## config.mk

```make
export PLATFORM = sky130hd
export DESIGN_NAME = pwm_duty_meas_flat
export DESIGN_NICKNAME = d
export VERILOG_FILES = /design/src/rtl/pwm_duty_meas_if.sv /design/src/rtl/pwm_duty_meas.sv /design/src/flat_wrapper.sv
export SDC_FILE = /design/constraint.sdc
export NUM_CORES = 1
export LEC_CHECK = 0
export ABC_CLOCK_PERIOD_IN_PS = 7000
export BUFFER_PORTS_ARGS = -buffer_cell sky130_fd_sc_hd__buf_2
export CAP_MARGIN = 5
export CORE_ASPECT_RATIO = 0.8
export CORE_MARGIN = 1.5
export CORE_UTILIZATION = 60
export CTS_CLUSTER_DIAMETER = 80
export DETAILED_ROUTE_END_ITERATION = 8
export HOLD_SLACK_MARGIN = 0.02
export PLACE_DENSITY = 0.81
export SLEW_MARGIN = 10
export SYNTH_ARGS = -nofsm -noshare
export SYNTH_HDL_FRONTEND = slang
export SYNTH_SLANG_ARGS = --single-unit
```

## constraint.sdc

```tcl
create_clock -name clk -period 7 [get_ports clk]
set_clock_uncertainty 0.2 [all_clocks]
set_input_delay 1.05 -clock clk [delete_from_list [all_inputs] [get_ports clk]]
set_output_delay 1.05 -clock clk [all_outputs]
set_load 0.05 [all_outputs]
```

## src/rtl/pwm_duty_meas_if.sv

```systemverilog
// Signal bundle between a PWM duty/period measurement block and its consumer.
// The consumer (master) drives enable and the raw PWM line; the meter (slave) returns results.
interface pwm_duty_meas_if;
  logic        en;
  logic        PWM_in;
  logic [10:0] duty;
  logic [11:0] period;
  logic        duty_vld;
  logic        stuck_hi;
  logic        stuck_lo;

  modport master (
    output en,
    output PWM_in,
    input  duty,
    input  period,
    input  duty_vld,
    input  stuck_hi,
    input  stuck_lo
  );

  modport slave (
    input  en,
    input  PWM_in,
    output duty,
    output period,
    output duty_vld,
    output stuck_hi,
    output stuck_lo
  );
endinterface

```

## src/rtl/pwm_duty_meas.sv

```systemverilog
// Measures high time and rise-to-rise period of an asynchronous PWM input in clk cycles,
// reporting on a one-cycle strobe and flagging inputs stuck high or low.
module pwm_duty_meas #(
  parameter int unsigned TIMEOUT = 4095  // at most 4095: the edge timer is 12 bits
) (
  input logic             clk,
  input logic             rst_n,
  pwm_duty_meas_if.slave  bus
);

  localparam logic [11:0] TmrLimit = 12'(TIMEOUT);
  localparam logic [11:0] CntMax   = 12'hfff;
  localparam logic [10:0] DutyMax  = 11'h7ff;

  typedef enum logic [1:0] {
    StIdle,
    StSync,
    StHigh,
    StLow
  } state_e;

  state_e      state_q, state_d;
  logic        s1_q, s2_q, s3_q;
  logic [11:0] hi_cnt_q, hi_cnt_d;
  logic [11:0] per_cnt_q, per_cnt_d;
  logic [11:0] tmr_q, tmr_d;
  logic [10:0] duty_q, duty_d;
  logic [11:0] period_q, period_d;
  logic        vld_q, vld_d;
  logic        stuck_hi_q, stuck_hi_d;
  logic        stuck_lo_q, stuck_lo_d;

  logic rise, fall, edge_seen, timeout;

  function automatic logic [11:0] sat_inc(input logic [11:0] v);
    return (v == CntMax) ? v : v + 12'd1;
  endfunction

  // Both edges come from the same s2/s3 pair, so rise and fall see identical latency.
  assign rise      = s2_q & ~s3_q;
  assign fall      = ~s2_q & s3_q;
  assign edge_seen = rise | fall;
  assign timeout   = (tmr_q == TmrLimit) && !edge_seen;

  always_comb begin
    state_d    = state_q;
    hi_cnt_d   = hi_cnt_q;
    per_cnt_d  = per_cnt_q;
    tmr_d      = tmr_q;
    duty_d     = duty_q;
    period_d   = period_q;
    vld_d      = 1'b0;
    stuck_hi_d = stuck_hi_q;
    stuck_lo_d = stuck_lo_q;

    if (!bus.en) begin
      state_d   = StIdle;
      hi_cnt_d  = '0;
      per_cnt_d = '0;
      tmr_d     = '0;
    end else if (state_q == StIdle) begin
      state_d   = StSync;
      hi_cnt_d  = '0;
      per_cnt_d = '0;
      tmr_d     = '0;
    end else begin
      tmr_d = edge_seen ? '0 : tmr_q + 12'd1;

      case (state_q)
        StSync: begin
          // First rise only opens a full period; anything before it is partial.
          if (rise) begin
            state_d   = StHigh;
            hi_cnt_d  = 12'd1;
            per_cnt_d = 12'd1;
          end
        end
        StHigh: begin
          per_cnt_d = sat_inc(per_cnt_q);
          if (fall) begin
            state_d = StLow;
          end else begin
            hi_cnt_d = sat_inc(hi_cnt_q);
          end
        end
        StLow: begin
          if (rise) begin
            duty_d     = hi_cnt_q[11] ? DutyMax : hi_cnt_q[10:0];
            period_d   = per_cnt_q;
            vld_d      = 1'b1;
            stuck_hi_d = 1'b0;
            stuck_lo_d = 1'b0;
            state_d    = StHigh;
            hi_cnt_d   = 12'd1;
            per_cnt_d  = 12'd1;
          end else begin
            per_cnt_d = sat_inc(per_cnt_q);
          end
        end
        default: begin
          state_d = StIdle;
        end
      endcase

      if (timeout) begin
        duty_d     = s2_q ? DutyMax : '0;
        period_d   = CntMax;
        vld_d      = 1'b1;
        stuck_hi_d = s2_q;
        stuck_lo_d = ~s2_q;
        state_d    = StSync;
        tmr_d      = '0;
        hi_cnt_d   = '0;
        per_cnt_d  = '0;
      end
    end
  end

  always_ff @(posedge clk or negedge rst_n) begin
    if (!rst_n) begin
      state_q    <= StIdle;
      s1_q       <= 1'b0;
      s2_q       <= 1'b0;
      s3_q       <= 1'b0;
      hi_cnt_q   <= '0;
      per_cnt_q  <= '0;
      tmr_q      <= '0;
      duty_q     <= '0;
      period_q   <= '0;
      vld_q      <= 1'b0;
      stuck_hi_q <= 1'b0;
      stuck_lo_q <= 1'b0;
    end else begin
      state_q    <= state_d;
      s1_q       <= bus.PWM_in;
      s2_q       <= s1_q;
      s3_q       <= s2_q;
      hi_cnt_q   <= hi_cnt_d;
      per_cnt_q  <= per_cnt_d;
      tmr_q      <= tmr_d;
      duty_q     <= duty_d;
      period_q   <= period_d;
      vld_q      <= vld_d;
      stuck_hi_q <= stuck_hi_d;
      stuck_lo_q <= stuck_lo_d;
    end
  end

  assign bus.duty     = duty_q;
  assign bus.period   = period_q;
  assign bus.duty_vld = vld_q;
  assign bus.stuck_hi = stuck_hi_q;
  assign bus.stuck_lo = stuck_lo_q;

endmodule

```

## src/flat_wrapper.sv

```systemverilog
// flat-port wrapper written by rule: the top's interface ports become plain ports
module pwm_duty_meas_flat 
#(
  parameter int unsigned TIMEOUT = 4095                                            
)
  (clk, rst_n, bus_en, bus_PWM_in, bus_duty, bus_period, bus_duty_vld, bus_stuck_hi, bus_stuck_lo);
  pwm_duty_meas_if bus_i ();
  input logic clk;
  input logic rst_n;
  input wire logic [$bits(bus_i.en)-1:0] bus_en;
  input wire logic [$bits(bus_i.PWM_in)-1:0] bus_PWM_in;
  output wire logic [$bits(bus_i.duty)-1:0] bus_duty;
  output wire logic [$bits(bus_i.period)-1:0] bus_period;
  output wire logic [$bits(bus_i.duty_vld)-1:0] bus_duty_vld;
  output wire logic [$bits(bus_i.stuck_hi)-1:0] bus_stuck_hi;
  output wire logic [$bits(bus_i.stuck_lo)-1:0] bus_stuck_lo;
  assign bus_i.en = bus_en;
  assign bus_i.PWM_in = bus_PWM_in;
  assign bus_duty = bus_i.duty;
  assign bus_period = bus_i.period;
  assign bus_duty_vld = bus_i.duty_vld;
  assign bus_stuck_hi = bus_i.stuck_hi;
  assign bus_stuck_lo = bus_i.stuck_lo;
  pwm_duty_meas #(.TIMEOUT(TIMEOUT)) u_core (.clk(clk), .rst_n(rst_n), .bus(bus_i));
endmodule
```

# Word level (Yosys, flattened, before mapping)
# Cells that the tools add are included.
# totals
out_inout_bits	26
inputBits	4
reg_bits	67
elab_cells	84
# classes
muxes	40
addsub	3
bitwise	6
eq_ne	13
reduce_logical	10
# ops
operator	count
12-bit 2-to-1 mux	18
11-bit 2-to-1 mux	5
12-bit by 1-bit adder with 12-bit output (second input constant)	3
12-bit equality test (second input constant)	3
12-bit one-hot mux with 3 select lines	1
12-bit one-hot mux with 2 select lines	1
5-bit by 2-bit inequality test with 1-bit output (second input constant)	4
2-bit 2-to-1 mux	5
1-bit 2-to-1 mux	9
4-bit AND reduction	2
6-bit by 1-bit inequality test with 1-bit output (second input constant)	1
5-bit by 3-bit inequality test with 1-bit output (second input constant)	1
5-bit inequality test (second input constant)	1
2-bit equality test (second input constant)	2
2-bit one-hot mux with 2 select lines	1
2-bit AND reduction	2
2-bit nonzero test	2
1-bit inverter	3
1-bit AND	2
2-bit by 1-bit equality test with 1-bit output (second input constant)	1
2-bit logical NOT	1
2-bit OR reduction	1
1-bit logical AND	1
1-bit logical NOT	1
1-bit bitwise OR	1

# Logic depth before layout (Yosys ltp)
# depth
word_depth	8
ltp_mapped	9

# Worst setup path before layout
# Ideal clock, no wire load.
# synth_path
path_type	input-to-reg
from	input bus_en
to	register u_core.per_cnt_q[3]
required_ns	6.734
path_slack_ns	4.745
arrival_time_ns	1.989
setup_time_ns	0.066
path_buffers	0
cell_stages	4
path_cell_list	o31a_1 -> o21ai_1 -> or4_1 -> nand2_1
# synth_between
elab_chain_len	2
word_cells_on_any_way	4
classes_between	eq/ne: 2; mux: 1; reduce/logical: 1
# synth_rtl
item	line_no	source
start, declared	flat_wrapper.sv:10	input wire logic [$bits(bus_i.en)-1:0] bus_en;
6-bit by 1-bit inequality test with 1-bit output (no line) or 5-bit by 2-bit inequality test with 1-bit output (tied branches)	-	
2-bit AND reduction (no line)	-	
end signal, assigned	pwm_duty_meas.sv:139	per_cnt_q <= per_cnt_d;
end, declared	pwm_duty_meas.sv:25	logic [11:0] per_cnt_q, per_cnt_d;
# Parallel ways exist; a longest one is shown, timed or not.
# A chain may end at the register's enable or synchronous reset.

# Worst setup path after layout
# layout_path
from	register u_core.s2_q
to	register u_core.hi_cnt_q[7]
# layout_between
elab_chain_len	8
word_cells_on_any_way	14
classes_between	eq/ne: 4; mux: 3; bitwise: 4; reduce/logical: 3
# layout_rtl
item	line_no	source
start, declared	pwm_duty_meas.sv:23	logic s1_q, s2_q, s3_q;
start signal, assigned	pwm_duty_meas.sv:136	s2_q <= s1_q;
branches (longest 8 deep; another with 5-bit inequality test)	-	
end signal, assigned	pwm_duty_meas.sv:138	hi_cnt_q <= hi_cnt_d;
end, declared	pwm_duty_meas.sv:24	logic [11:0] hi_cnt_q, hi_cnt_d;
# Parallel ways; which one is timed is not known.

==> results.json <==
{
  "run_status": "completed",
  "path_max_fanout": 24,
  "route.detailed.vias_per_inst": 6.11,
  "layout.nets": 354,
  "synth-compound-area-share_pct": 19.3,
  "number_of_global_route_vias_before_repair": 2322,
  "timing.final.max_slew_violations": 0,
  "post_synth_and_or_nand_nor_area_fraction_pct": 20.9,
  "tightestPinTransition_ns": 0.829,
  "yosys.cell_types.count": 48,
  "synth-adder-area-share_pct": 1.95,
  "timing.setup.tns_ns": 0,
  "worst-endpoint-arrival_ns": 2.61,
  "initial_antenna_violation_count": 0,
  "finalSetupViolations": 0,
  "postCtsSetupBuffers": 0,
  "timing.slew.headroom_pct": 44.7,
  "vdd.ir_drop.worst_v": 0.000213,
  "clk_pin_slew_worst_paths_ns": 0.07,
  "grt_setup_unrepaired": "no",
  "globalplace.congestion": 0.921,
  "finalWorstPathRequiredPeriod_ns": 2.53,
  "dieArea_mm2": 0.00579,
  "type_of_the_tightest_min_delay_check": "flop to flop",
  "post_route_cells_drive_above_1_share_pct": 16.3,
  "clock_sink_count": 67,
  "synth_ff_type": "sky130_fd_sc_hd__dfrtp_1",
  "buffer_ports.inserted": 29,
  "globalRouteTotalUtil_pct": 26.3,
  "top_level_ports": 30,
  "post-synth-top-count-cell": "sky130_fd_sc_hd__dfrtp_1",
  "cts_buffer_depth": 2,
  "x_dimension_of_the_die_um": 84.7,
  "synth-xor-area-share_pct": 2.74,
  "synth.ff_latch_count": 67,
  "cts_root_buffer": "sky130_fd_sc_hd__clkbuf_8",
  "reg2reg_from": "u_core.s2_q",
  "required_ns": 7.08,
  "core_area_mm2": 0.00506,
  "synth.top_cells.by_count": "67 x sky130_fd_sc_hd__dfrtp_1, 34 x sky130_fd_sc_hd__nor2_1, 21 x sky130_fd_sc_hd__nand2_1",
  "worstSetupPathType": "flop to flop",
  "drt_drc_violations_left": 0,
  "top_cells_by_area_in_the_synthesized_netlist": "sky130_fd_sc_hd__dfrtp_1 52%, sky130_fd_sc_hd__nor2_1 4.0%, sky130_fd_sc_hd__o22a_1 3.3%",
  "grt_start_max_net_pins": 68,
  "std_cell_rows": 23,
  "wl_mm": 6.69,
  "dpl-instance-area_mm2": 0.00339,
  "crit_path_start_kind": "flop",
  "gr-total-overflow": 0,
  "routed-wl-met2_mm": 2.97,
  "synthesized_net_count": 323,
  "initial_core_util_pct": 63.2,
  "synth-edff-count": 0,
  "routed_wl_met3_um": 416,
  "yosysSeqAreaShare_pct": 52.4,
  "power.density_mw_per_mm2": 247,
  "worst_hold_slack_ns": 0.154,
  "cts.repair.resized": 0,
  "finalHoldViolCount": 0,
  "clock_latency_ns": 0.35,
  "endpoint_class_of_the_critical_path": "flop",
  "origin_of_the_worst_min_delay_path": "u_core.s1_q",
  "tritoncts.num_buffers": 9,
  "drt_pre_antenna_iters": 4,
  "area_growth_pct": 13.1,
  "synth_top_area_cell": "sky130_fd_sc_hd__dfrtp_1",
  "fin_crit_sh_pct": 36.1,
  "routed-via-count": 2517,
  "fmax_mhz": 395,
  "max-cap-violations": 0,
  "hpwlAfterDp_mm": 4.56,
  "htree_levels": 3,
  "die_height_um": 68.3,
  "asyncSetResetFlopFracSynth_pct": 100,
  "timing.critical_path.from": "u_core.s2_q",
  "netlist_instances": 314,
  "cts_tree": "done",
  "total_leakage_power_nw": 1.62,
  "initialDrtViolationCount": 217,
  "largest_family_of_logic_cells_by_synthesized_area": "simple AND/OR/NAND/NOR gates",
  "muxShareOfSynthArea_pct": 0,
  "antenna_cells": 0,
  "wl_met1_mm": 3.21,
  "antenna_violating_nets_post_route": 0,
  "fin_util_pct": 71.5,
  "cts_hold_buffers": 0,
  "syn_area_mm2": 0.00320,
  "synthesis.area_per_instance_um2": 10.2,
  "wl_per_cell_um": 16.2,
  "fill_cells": 404,
  "layout.cell_area.non_filler_mm2": 0.00362,
  "maxUsedRoutingLayer": "met4",
  "synth_top_area_share_pct": 52.4,
  "ys.warnings.count": 0,
  "global_route_wire_length_before_repair_mm": 11.4
}
-- worst max-delay path, cell delays in order (launching register included) --
cell                      delay, ns
sky130_fd_sc_hd__dfrtp_1       0.43
sky130_fd_sc_hd__ha_1          0.31
sky130_fd_sc_hd__nand4_1       0.22
sky130_fd_sc_hd__o31ai_4       0.37
sky130_fd_sc_hd__a21oi_2       0.22
sky130_fd_sc_hd__or4_1         0.56
sky130_fd_sc_hd__a21oi_1       0.15
-- cells in the final DEF (no fill, tap or decap), types with 6 or more instances in the layout --
master and instances:
sky130_fd_sc_hd__a21oi_1 17, sky130_fd_sc_hd__and3_1 6, sky130_fd_sc_hd__buf_2 29, sky130_fd_sc_hd__clkbuf_8 10
sky130_fd_sc_hd__dfrtp_1 67, sky130_fd_sc_hd__inv_1 8, sky130_fd_sc_hd__nand2_1 21, sky130_fd_sc_hd__nand3_1 19
sky130_fd_sc_hd__nand4_1 9, sky130_fd_sc_hd__nor2_1 34, sky130_fd_sc_hd__o211ai_1 7, sky130_fd_sc_hd__o21ai_0 14
sky130_fd_sc_hd__o22a_1 12, sky130_fd_sc_hd__o2bb2ai_1 10, sky130_fd_sc_hd__or3_1 11, sky130_fd_sc_hd__xor2_1 7
-- layout make-up --
type | count | area (um^2) | area share, %
flip-flops and latches | 67 | 1680 | 46.3
multi-input cells | 226 | 1440 | 39.7
repair buffers | 32 | 168 | 4.63
clock buffers | 10 | 138 | 3.80
clock inverters | 6 | 88.8 | 2.45
well taps | 62 | 77.6 | 2.14
inverters | 9 | 33.8 | 0.933
-- registers in the layout, indices dropped and copies added, names as in the netlist --
name / flops
u_core.tmr_q: 12
u_core.bus.stuck_lo: 1
u_core.bus.period: 12
u_core.hi_cnt_q: 12
u_core.bus.duty: 11
u_core.s3_q: 1
u_core.bus.stuck_hi: 1
u_core.per_cnt_q: 12
u_core.bus.duty_vld: 1
u_core.s1_q: 1
u_core.state_q: 2
u_core.s2_q: 1
-- through the flow --
stage	worst slack, ns	total power, mW	instances
floorplan	4.75	0.509	314
global placement	4.38	0.540	396
detailed placement	4.26	0.544	396
CTS	4.47	0.905	412
global route	4.28	0.932	412
finish	4.47	0.894	412
-- cells by family after synthesis --
kind of cell / count (synthesis)
AND/OR/NAND/NOR: 126
AO/OA/AOI/OAI: 85
flip-flops: 67
XOR/XNOR: 10
buffers and inverters: 21
adder cells (fa/ha/maj): 5
-- power by group --
| part | internal [mW] | switching (mW) | total, mW | leakage, nW |
|---|---|---|---|---|
| Clock | 0.210 | 0.149 | 0.359 | 0.108 |
| Combinational | 0.0302 | 0.0875 | 0.118 | 0.601 |
| Sequential | 0.405 | 0.0127 | 0.418 | 0.911 |
-- final timing paths --
| kind | depth (start not counted) | slack [ns] | end |
|---|---|---|---|
| max | 6 | 4.47 | u_core.hi_cnt_q[7] |
| max reg2reg | 6 | 4.47 | u_core.hi_cnt_q[7] |
| max in group asynchronous | 2 | 5.37 | u_core.hi_cnt_q[3] |
| min reg2reg | 0 | 0.15 | u_core.s2_q |
| min | 0 | 0.15 | u_core.s2_q |
| min in group asynchronous | 2 | 0.67 | u_core.bus.duty[4] |
-- metal layers --
layer,vias to the layer above,global-route usage [%]
met5,-,0
met4,0,6.65
met3,10,10.0
met2,69,38.7
met1,1218,37.1
li1,1220,-
Note: power is estimated with default switching activity, not from simulation.
